<file path="src/rtl/cordic_iter_scheduler.sv">
// Issues CORDIC shift-index beats for one job under a ready/valid handshake,
// repeating the odd iterations selected by a thermometer repeat mask.
module cordic_iter_scheduler #(
    parameter int CNT_W   = 4,
    parameter int IDX_W   = 5,
    parameter int NREP    = 6,
    parameter int MAX_REQ = 12
) (
    input  logic             clk,
    input  logic             rst_n,
    input  logic             start,
    input  logic [CNT_W-1:0] n_iter,
    input  logic             mode,
    input  logic             abort,
    input  logic             iter_ready,
    output logic             iter_valid,
    output logic [IDX_W-1:0] iter_idx,
    output logic             iter_rep,
    output logic             last,
    output logic [NREP-1:0]  rep_mask,
    output logic             busy,
    output logic             done,
    output logic             err
);

    typedef enum logic [1:0] {IDLE, RUN, DONE} state_e;

    state_e           state_q, state_d;
    logic [IDX_W-1:0] n_q, n_d;
    logic [IDX_W-1:0] idx_q, idx_d;
    logic             mode_q, mode_d;
    logic             rep_q, rep_d;
    logic             err_q, err_d;
    logic [NREP-1:0]  mask_q, mask_d;

    logic             accept, rangeErr, zeroReq, fire;
    logic             slotBit, repPending, atEnd;
    logic [CNT_W:0]   kHalf;
    logic [NREP-1:0]  maskNew;

    // Thermometer mask of the requested count; the loop bound caps k at NREP.
    always_comb begin
        kHalf   = ({1'b0, n_iter} + (CNT_W+1)'(1)) >> 1;
        maskNew = '0;
        for (int j = 0; j < NREP; j++) begin
            maskNew[j] = (j < int'(kHalf));
        end
    end

    always_comb begin
        slotBit = 1'b0;
        for (int j = 0; j < NREP; j++) begin
            if (int'(idx_q >> 1) == j) begin
                slotBit = mask_q[j];
            end
        end
    end

    assign accept     = (state_q == IDLE) && start;
    assign rangeErr   = int'(n_iter) > MAX_REQ;
    assign zeroReq    = (n_iter == '0);
    assign fire       = (state_q == RUN) && iter_ready;
    assign repPending = !rep_q && mode_q && idx_q[0] && slotBit;
    assign atEnd      = (idx_q == n_q);

    always_ff @(posedge clk or negedge rst_n) begin
        if (!rst_n) begin
            state_q <= IDLE;
            n_q     <= '0;
            idx_q   <= '0;
            mode_q  <= 1'b0;
            rep_q   <= 1'b0;
            err_q   <= 1'b0;
            mask_q  <= '0;
        end else begin
            state_q <= state_d;
            n_q     <= n_d;
            idx_q   <= idx_d;
            mode_q  <= mode_d;
            rep_q   <= rep_d;
            err_q   <= err_d;
            mask_q  <= mask_d;
        end
    end

    always_comb begin
        state_d = state_q;
        case (state_q)
            IDLE: begin
                if (accept && !rangeErr) begin
                    state_d = zeroReq ? DONE : RUN;
                end
            end
            RUN: begin
                if (abort) begin
                    state_d = IDLE;
                end else if (fire && !repPending && atEnd) begin
                    state_d = DONE;
                end
            end
            DONE:    state_d = IDLE;
            default: state_d = IDLE;
        endcase
    end

    // Abort beats a simultaneous handshake, so the beat registers only move without it.
    always_comb begin
        n_d    = n_q;
        idx_d  = idx_q;
        mode_d = mode_q;
        rep_d  = rep_q;
        mask_d = mask_q;
        err_d  = 1'b0;
        if (accept) begin
            if (rangeErr) begin
                err_d  = 1'b1;
                mask_d = '0;
            end else begin
                mask_d = maskNew;
                n_d    = IDX_W'(n_iter);
                mode_d = mode;
                idx_d  = IDX_W'(1);
                rep_d  = 1'b0;
            end
        end else if (fire && !abort) begin
            if (repPending) begin
                rep_d = 1'b1;
            end else if (!atEnd) begin
                idx_d = idx_q + IDX_W'(1);
                rep_d = 1'b0;
            end
        end
    end

    always_comb begin
        iter_valid = (state_q == RUN);
        iter_idx   = iter_valid ? idx_q : '0;
        iter_rep   = iter_valid && rep_q;
        last       = iter_valid && atEnd && !repPending;
        rep_mask   = mask_q;
        busy       = (state_q != IDLE);
        done       = (state_q == DONE);
        err        = err_q;
    end

endmodule

</file>
<file path="config.mk">
export PLATFORM = sky130hd
export DESIGN_NAME = cordic_iter_scheduler
export DESIGN_NICKNAME = d
export VERILOG_FILES = /design/src/rtl/cordic_iter_scheduler.sv
export SDC_FILE = /design/constraint.sdc
export NUM_CORES = 1
export LEC_CHECK = 0
export CAP_MARGIN = 20
export CORE_AREA = 4 4 72 47
export DETAILED_ROUTE_END_ITERATION = 6
export DIE_AREA = 0 0 76 51
export GPL_TIMING_DRIVEN = 0
export PLACE_DENSITY = 0.72
export SLEW_MARGIN = 5
export SYNTH_ARGS = -nofsm -noshare
export SYNTH_HDL_FRONTEND = slang
export SYNTH_SLANG_ARGS = --single-unit
</file>
<file path="constraint.sdc">
create_clock -name clk -period 3.4 [get_ports clk]
set_clock_uncertainty 0.1 [all_clocks]
set_input_delay 0.51 -clock clk [delete_from_list [all_inputs] [get_ports clk]]
set_output_delay 0.51 -clock clk [all_outputs]
set_load 0.05 [all_outputs]
</file>
==> results.tsv <==
stage	metric	value	unit
outcome	status	finished clean	
power	Pint	0.6863	mW
yosys	Primary FF master, synth	dfrtp_1	
yosys	Mean Syn Cell Area	9.182	um2
routing	Avg Vias per Cell	5.407	
routing	DRT Pass-1 Iters	4	
critical_path	worst path buffer plus inverter count	1	
clocking	CTS max path bufs	2	
hold_path	hold path cells	2	
routing	WL/cell	14.43	um
power	Flop pwr share	31.8	%
yosys	top post-synthesis cells by area	dfrtp_1 (42%), nand2_1 (5.7%), o21ai_0 (4.2%)	
critical_path	reg2reg path depth	5	
critical_path	cell breakdown of the critical path	mux2_2 -> a222oi_1 -> o211ai_1 -> nor3b_1 -> clkbuf_2	
grt	initial antenna violation count	0	
clocking	Root Buffer	clkbuf_8	
yosys	Post-synth top cells	dfrtp_1 (20), nand2_1 (18), o21ai_0 (10)	
yosys	count leader, synth	dfrtp_1	
power	maximum vdd drop	0.0003097	V
yosys	Mapped Area	0.001194	mm2
floorplanning	num rows	15	
power	switching pwr	0.4803	mW
sta	Slew headroom	39.72	%
critical_path	Worst path max stage delay	0.56	ns
power	pwr dens	746.5	mW/mm2
power	Comb pwr share	47.8	%
placement	gpl congestion	0.9049	
sta	Period minus WS final	3.110	ns
floorplanning	Die Area	0.003876	mm2
clocking	H-tree depth	1	
final_layout	ratio of cells with drive above 1 in the final layout	10.00	%
routing	drt drc	0	
clocking	post-CTS setup buffers	0	
clocking	CTS clk-pin slew, worst paths	0.07	ns
sta	final slew viol count	0	
sta	WHS	0.4067	ns
power	Power Total	1.167	mW
clocking	Num CTS Buffers	3	
critical_path	crit start category	register	
hold_path	Hold Crit Class	reg2reg	
flow_run	MaxCap Viol Count	0	
routing	number of routed nets with antenna violations	0	
critical_path	Crit path max-delay family	compound AO/OA/AOI/OAI gates	
sta	Slew @ Worst Pin	0.9013	ns
routing	Final Routed Wirelength	2800	um
clocking	CTS tree	done	
yosys	Cells after Synth	130	
critical_path	Critical Path RT	2.79	ns
clocking	clk sink count	20	
grt	largest net degree at the start of global routing	21	
yosys	Yosys reg bits	20	
critical_path	slowest CP cell	a222oi_1	
power	Lkg Pwr	0.7077	nW
placement	Final HPWL DP	2171	um
sta	RSZ-0062 raised after global routing	false	
critical_path	crit path DAT	2.50	ns
floorplanning	die height	51	um
critical_path	crit path kind	reg2out	
clocking	cts hold-fix bufs	0	
routing	1st-iter DRT viols	80	
floorplanning	Std-Cell Core Area	0.002759	mm2
yosys	top cell type's share of synthesized area	41.93	%
critical_path	Stages on worst setup path	5	
critical_path	crit end category	primary output	
grt	GRT Util Overall	15.77	%
clocking	CTS-repair resized insts	1	
yosys	Netlist cell types	36	
floorplanning	Die W	76	um
sta	setup violators final	0	
power	clock network fraction of total power	20.4	%
sta	fmax	0.3215	GHz
yosys	number of enable flip-flop cells after synthesis	0	
grt	number of global-route vias before repair	1053	
power	Sw Ratio	41.17	%
floorplanning	Initial Util	43.27	%
clocking	later-pin clock latency in the skew report	0.26	ns
routing	via count	1049	
final_layout	NumNets Final	174	
final_layout	Layout area overhead	30.92	%
sta	crit share post-route	91.47	%
critical_path	CP max FO	8	
floorplanning	Ports	27	
yosys	cell accounting for the most synthesized area	dfrtp_1	
final_layout	antenna cells	0	
placement	Buffers on Ports	26	
sta	Sum Neg Setup Slack	0	ns
yosys	Warnings, synthesis	0	
grt	first-pass GRT wire length	4912	um
sta	Final Hold Violating Endpoints	0	
yosys	Async SR Flop Fraction	100.0	%
yosys	sequential area share after synthesis	41.93	%
yosys	Post-Syn Nets	143	
grt	final global-route overflow total	0	
[layout make-up]
class,instances,area (um2)
buffer,6,47.55
clock buffer,3,41.29
clock inverter,1,30.03
fill,243,1196
inverter,5,18.77
multi-input combinational,99,626.9
sequential,20,500.5
tap,34,42.54
timing repair buffer,26,255.2
[cells in the final DEF, fill, tap and decap left out, drive strengths merged]
cell            n
clkdlybuf4s50  25
dfrtp          20
nand2          18
o21ai          10
nor2            9
clkbuf          8
and2            7
a21oi           6
inv             5
nor3            5
xor2            4
a21o            4
nor2b           3
nor3b           3
nand3           3
ha              3
mux2            3
buf             2
nand3b          2
a32o            2
mux2i           2
o22a            2
o31ai           2
and2b           1
a222oi          1
or4bb           1
o211ai          1
nand2b          1
a22o            1
nor4            1
a21bo           1
or4             1
o22ai           1
or3             1
bufinv          1
[power by group through the flow]
| stage | Combinational (mW) | Clock, mW | Sequential (mW) |
|---|---|---|---|
| final | 0.558 | 0.237 | 0.371 |
| after global routing | 0.604 | 0.255 | 0.384 |
| after CTS | 0.561 | 0.243 | 0.371 |
| after detailed placement | 0.560 | 0 | 0.376 |
| after global placement | 0.546 | 0 | 0.372 |
| after floorplan | 0.321 | 0 | 0.439 |
[through the flow]
| stage | instance area (um2) | util [%] | cells | worst slack (ns) |
|---|---|---|---|---|
| after detailed placement | 1496 | 54.24 | 190 | 0.05110 |
| after floorplan | 1194 | - | 130 | 0.03804 |
| after CTS | 1567 | 56.78 | 194 | 0.05175 |
| after global routing | 1563 | 56.64 | 194 | 0.1699 |
| final | 1563 | 56.64 | 194 | 0.2899 |
| after global placement | 1496 | 54.24 | 190 | 0.07246 |
[worst reg2reg max path, cell delays in order, from the launching register on]
cell,delay (ns)
dfrtp_1,0.51
mux2_2,0.39
a222oi_1,0.56
nor3_1,0.21
or4_1,0.54
a21oi_1,0.16
[registers in the layout, summed over array words and instances (netlist names)]
name      count
n_q           4
rep_mask      6
err           1
rep_q         1
idx_q         5
mode_q        1
state_q       2
[per-layer routing]
layer	global-route usage (%)	vias to the layer above	share of wire (%)
met3	3.873	2	4.9
li1	-	516	-
met5	0	-	0
met4	5.030	0	0.89
met2	25.85	39	46
met1	20.57	492	48
[cells by family after synthesis]
group | share of synthesized area, %
buffers and inverters | 5.555
DFF | 41.93
xor gates and xnor gates | 2.935
AOI/OAI and AO/OA | 17.19
adders and majority gates | 3.145
muxes | 4.821
and+or+nand+nor | 24.42
[path summary, 6_finish.rpt]
| path | start | endpoint | slack, ns |
|---|---|---|---|
| max in group asynchronous | rst_n | rep_mask[0] | 2.00 |
| hold reg to reg | mode_q | mode_q | 0.41 |
| hold / removal | mode_q | mode_q | 0.41 |
| setup reg to reg | idx_q[1] | idx_q[3] | 0.86 |
| setup / recovery | idx_q[1] | last | 0.29 |
| min in group asynchronous | rst_n | rep_q | 0.65 |
Note: power is estimated with default switching activity, not from simulation.
